$ cat config.mk
export PLATFORM = sky130hd
export DESIGN_NAME = sound_scheduler
export DESIGN_NICKNAME = d
export VERILOG_FILES = /design/src/rtl/sound_scheduler_pkg.sv /design/src/rtl/sound_scheduler_priority_encoder.sv /design/src/rtl/sound_scheduler.sv
export SDC_FILE = /design/constraint.sdc
export NUM_CORES = 1
export LEC_CHECK = 0
export CORE_ASPECT_RATIO = 1.1
export CORE_MARGIN = 2
export CORE_UTILIZATION = 62
export DETAILED_ROUTE_END_ITERATION = 16
export PLACE_DENSITY = 0.84
export SLEW_MARGIN = 10
export SYNTH_ARGS = -nofsm -noshare
export SYNTH_HDL_FRONTEND = slang
export SYNTH_SLANG_ARGS = --single-unit
$ cat constraint.sdc
create_clock -name CLK -period 4.1 [get_ports CLK]
set_input_delay 0.82 -clock CLK [delete_from_list [all_inputs] [get_ports CLK]]
set_output_delay 0.82 -clock CLK [all_outputs]
set_load 0.05 [all_outputs]
$ cat src/rtl/sound_scheduler_pkg.sv
// Shared audio-sample definitions used by the event-to-sample scheduler.
// The sample-bank select width lives here so both sides of the bank interface agree.
package sound_scheduler_pkg;

   localparam int AUDIO_SAMPLE_BITS = 2;

   typedef logic [AUDIO_SAMPLE_BITS-1:0] sample_idx_t;

endpackage

$ cat src/rtl/sound_scheduler_priority_encoder.sv
// Highest-set-bit encoder over the pending event flags; idx is meaningful only when vld is high.
// Purely combinational (zero latency); no flow control.
module priority_encoder #(
   parameter int NUM_EVENTS = 4,
   parameter int IDX_BITS   = $clog2(NUM_EVENTS)
) (
   input  logic [NUM_EVENTS-1:0] req,
   output logic [IDX_BITS-1:0]   idx,
   output logic                  vld
);

   always_comb begin
      idx = '0;
      vld = 1'b0;
      // Ascending scan: the last hit is the highest index, which wins.
      for (int i = 0; i < NUM_EVENTS; i++) begin
         if (req[i]) begin
            idx = IDX_BITS'(i);
            vld = 1'b1;
         end
      end
   end

endmodule

$ cat src/rtl/sound_scheduler.sv
// Turns game event pulses into SELECT/TRIGGER for the sample bank, with priority preemption and coalescing.
// Trigger two cycles after a request in IDLE; requests never stall, repeats while pending pulse OVERFLOW.
module sound_scheduler
   import sound_scheduler_pkg::*;
#(
   parameter int SAMPLE_BITS = AUDIO_SAMPLE_BITS,
   parameter int NUM_EVENTS  = 4,
   parameter int PLAY_CYCLES = 2000000
) (
   input  logic                   CLK,
   input  logic                   RESET,
   input  logic [NUM_EVENTS-1:0]  EVENT_REQ,
   input  logic                   MUTE,
   output logic [SAMPLE_BITS-1:0] AUDIO_SELECT,
   output logic                   AUDIO_TRIGGER,
   output logic                   BUSY,
   output logic                   OVERFLOW
);

   typedef enum logic [1:0] {IDLE, FIRE, PLAY} state_t;

   localparam int               CNT_W    = $clog2(PLAY_CYCLES);
   localparam logic [CNT_W-1:0] CNT_LOAD = CNT_W'(PLAY_CYCLES - 2);

   state_t                 state, state_nxt;
   logic [CNT_W-1:0]       cnt, cnt_nxt;
   logic [NUM_EVENTS-1:0]  pending, pending_nxt, clr;
   logic [SAMPLE_BITS-1:0] sel_nxt;
   logic [SAMPLE_BITS-1:0] pe_idx;
   logic                   pe_vld;
   logic                   overflow_nxt;

   priority_encoder #(
      .NUM_EVENTS (NUM_EVENTS),
      .IDX_BITS   (SAMPLE_BITS)
   ) u_prio (
      .req (pending),
      .idx (pe_idx),
      .vld (pe_vld)
   );

   always_comb begin
      state_nxt = state;
      cnt_nxt   = cnt;
      sel_nxt   = AUDIO_SELECT;
      clr       = '0;
      case (state)
         IDLE: begin
            cnt_nxt = '0;
            if (pe_vld && !MUTE) begin
               clr[pe_idx] = 1'b1;
               sel_nxt     = pe_idx;
               state_nxt   = FIRE;
            end
         end
         FIRE: begin
            cnt_nxt   = CNT_LOAD;
            state_nxt = PLAY;
         end
         PLAY: begin
            // Only a strictly higher sample may cut the current one short.
            if (pe_vld && !MUTE && (pe_idx > AUDIO_SELECT)) begin
               clr[pe_idx] = 1'b1;
               sel_nxt     = pe_idx;
               cnt_nxt     = '0;
               state_nxt   = FIRE;
            end else if (cnt == '0) begin
               state_nxt = IDLE;
            end else begin
               cnt_nxt = cnt - CNT_W'(1);
            end
         end
         default: begin
            cnt_nxt   = '0;
            state_nxt = IDLE;
         end
      endcase
   end

   // A request landing on the flag being served re-arms it rather than being lost.
   always_comb begin
      pending_nxt  = MUTE ? '0 : ((pending & ~clr) | EVENT_REQ);
      overflow_nxt = !MUTE && (|(EVENT_REQ & pending & ~clr));
   end

   always_ff @(posedge CLK) begin
      if (RESET) begin
         state        <= IDLE;
         cnt          <= '0;
         pending      <= '0;
         AUDIO_SELECT <= '0;
         OVERFLOW     <= 1'b0;
      end else begin
         state        <= state_nxt;
         cnt          <= cnt_nxt;
         pending      <= pending_nxt;
         AUDIO_SELECT <= sel_nxt;
         OVERFLOW     <= overflow_nxt;
      end
   end

   assign AUDIO_TRIGGER = (state == FIRE);
   assign BUSY          = (state != IDLE);

endmodule

==> flow_metrics.env <==
export IMPL_core_area_sq_um=2496
export IMPL_cts_setup_buffers=0
export IMPL_yosysSeqAreaShare=0.3667
export IMPL_synth_area_per_cell_sq_um=8.620
export IMPL_slowest_stage="clkdlybuf4s50_1"
export IMPL_yosysTopAreaCellShare=0.3667
export IMPL_maxCapViolations=0
export IMPL_synth_fp_nets=205
export IMPL_grt_pass1_wl_mm=5.727
export IMPL_clockBufferDepth=2
export IMPL_crit_start="state[0]$_SDFFE_PP0P_"
export IMPL_ir_drop_uv=515.9
export IMPL_postCtsHoldBufs=0
export IMPL_cp_max_fo=4
export IMPL_drt_pass1_iterations=4
export IMPL_dieArea_sq_um=3069
export IMPL_dr_total_vias=1389
export IMPL_rsz0062_at_grt="no"
export IMPL_grtUsageTotal=0.2525
export IMPL_critPathCaptureType="output port"
export IMPL_fillers=198
export IMPL_avgRoutedWirePerCell_um=13.84
export IMPL_grt_pass1_vias=1356
export IMPL_final_common_cell="dfxtp_1"
export IMPL_worst_hold_slack_ns=0.4985
export IMPL_critPathLaunchType="flip-flop"
export IMPL_die_width_um=53.01
export IMPL_antennaDiodeCount=0
export IMPL_worstPathCellList="inv_1 -> ha_1 -> inv_1 -> clkdlybuf4s50_1"
export IMPL_required_ns=3.28
export IMPL_start_util=0.6561
export IMPL_via_per_inst=5.961
export IMPL_final_cell_mix="dfxtp_1, a21oi_1, inv_1"
export IMPL_die_h_um=57.91
export IMPL_period_needed_ns=2.772
export IMPL_clk_pin_slew_worst_paths_ns=0.09
export IMPL_gp_congestion=0.7875
export IMPL_wl_mm=3.224
export IMPL_synthTopCellsByArea="dfxtp_1, a21oi_1, ha_1"
export IMPL_relSlewSlack=0.5112
export IMPL_h_tree_depth=2
export IMPL_antenna_left=0
export IMPL_row_count=19
export IMPL_cts_tree="done"
export IMPL_status="completed"
export IMPL_fin_tns_setup_ns=0
export IMPL_final_core_util=0.7158
export IMPL_setup_viol=0
export IMPL_clock_sinks=30
export IMPL_crit_end="BUSY"
export IMPL_clock_fmax_mhz=360.8
export IMPL_drc=0
export IMPL_crit_type="reg2out"
export IMPL_arrival_ns=1.95
export IMPL_crit_path_max_incr_delay_ns=0.81
export IMPL_clk_latency_ns=0.32
export IMPL_fin_skew_ns=0.008739
export IMPL_ys_ff_latch=30
export IMPL_io_buffers=11
export IMPL_ctsResizeCount=0
export IMPL_slew_violations=0
export IMPL_p_leak_nw=0.7797
export IMPL_finalNetCount=216
export IMPL_drtIter0Drc=40
export IMPL_synth_cells=190
export IMPL_crit_top_cell="inv_1"
export IMPL_io_pins=12
export IMPL_worst_slew_pin_slew_ns=0.7300
export IMPL_r2r_slack_ns=1.50
export IMPL_r2r_start="cnt[0]$_SDFFE_PP0P_"
export IMPL_hpwlAfterDp_mm=2.379
export IMPL_hold_path_class="reg2reg"
export IMPL_yosys_warnings=0
export IMPL_yosysTopAreaCell="dfxtp_1"
export IMPL_reg2reg_depth=6
export IMPL_min_period_over_period=0.6761
export IMPL_hold_violations=0
export IMPL_rr_endpoint="cnt[8]$_SDFFE_PP0P_"
export IMPL_grt_max_degree=22
export IMPL_synth_cell_area_sq_um=1638
export IMPL_cts_root_buf="clkbuf_4"
export IMPL_power_density_nw_per_um2=725.9
export IMPL_final_layout_size_suffix_gt1_frac=0.1139
export IMPL_cts_buffers=5
export IMPL_area_growth_syn_to_layout_pct=9.091
export IMPL_overflow=0
export IMPL_antenna_found_initial=0
export IMPL_synth_distinct_cells=39
-- worst min path at each step --
stage,startpoint,to,slack [ns],cells after the start
final,cnt[11]$_SDFFE_PP0P_,cnt[11]$_SDFFE_PP0P_,0.50,2
after global routing,cnt[11]$_SDFFE_PP0P_,cnt[11]$_SDFFE_PP0P_,0.53,2
after floorplan,cnt[11]$_SDFFE_PP0P_,cnt[11]$_SDFFE_PP0P_,0.45,2
after CTS,cnt[11]$_SDFFE_PP0P_,cnt[11]$_SDFFE_PP0P_,0.51,2
after global placement,cnt[11]$_SDFFE_PP0P_,cnt[11]$_SDFFE_PP0P_,0.46,2
after detailed placement,cnt[11]$_SDFFE_PP0P_,cnt[11]$_SDFFE_PP0P_,0.49,2
-- logic make-up after synthesis --
group                      share of synthesized area
and+or+nand+nor                               0.2490
adders and majority gates                    0.06112
DFF                                           0.3667
xor gates and xnor gates                     0.05348
AOI/OAI and AO/OA                             0.1849
buffers and inverters                        0.06646
muxes                                        0.01834
-- registers in the layout (all words and copies together), names as in the netlist --
signal	cells
AUDIO_SELECT	2
cnt	21
state	2
pending	4
OVERFLOW	1
-- where the power goes --
part           total (mW)  internal, mW  switching [mW]  leakage (nW)
clock network       0.182        0.0830          0.0987        0.0353
registers           0.367         0.331          0.0362         0.243
logic               0.748         0.339           0.409         0.501
total                1.30         0.753           0.544         0.780
-- critical path, delay by kind of cell (launching register included) --
family,cells,cell delay [ns]
fa+ha+maj,1,0.23
buf+inv,3,0.99
flops,1,0.40
-- per-stage QoR --
step	instance area (sq um)	std cells	setup WS, ns	power (mW)
2_1_floorplan	1638	190	1.619	1.020
3_3_place_gp	1727	225	1.470	1.085
3_5_place_dp	1727	225	1.419	1.114
4_1_cts	1787	233	1.330	1.302
5_1_grt	1787	233	1.230	1.404
6_report	1787	233	1.328	1.297
-- layer usage --
metal	track usage	part of all wire	vias to the layer above
met5	0	0	-
met4	0.1099	0.022	0
met3	0.07474	0.028	8
met2	0.4375	0.52	19
met1	0.2822	0.43	650
li1	-	-	712
-- cell usage after synthesis --
cell	instances
nand2b_1	1
nor4_1	6
and4b_2	1
a311o_1	1
a211oi_1	2
clkbuf_1	3
a21oi_1	24
or2_2	4
xnor2_1	7
or2_0	1
buf_8	1
nor2b_1	1
ha_1	8
or3_1	4
nor3_1	7
nand3_1	1
a31oi_1	1
dfxtp_1	30
and2_1	4
or3_2	3
o2111ai_1	1
o211ai_1	3
mux2i_1	3
or4_4	2
a2bb2oi_1	1
inv_1	13
nand2_1	10
or4b_2	2
or4_2	2
or4_1	6
a21bo_2	1
nor2_1	12
o21ai_0	8
xor2_1	3
and2b_2	1
buf_6	3
o31ai_1	7
a211o_1	1
or2_1	1
-- layout make-up --
type | instances | area [sq um] | share of cell area
Clock buffer | 7 | 55.05 | 0.03081
Clock inverter | 1 | 5.005 | 0.002801
Inverter | 13 | 48.80 | 0.02731
Multi-Input combinational cell | 140 | 928.4 | 0.5196
Sequential cell | 30 | 600.6 | 0.3361
Tap cell | 31 | 38.79 | 0.02171
Timing Repair Buffer | 11 | 110.1 | 0.06162
Note: power is estimated with default switching activity, not from simulation.
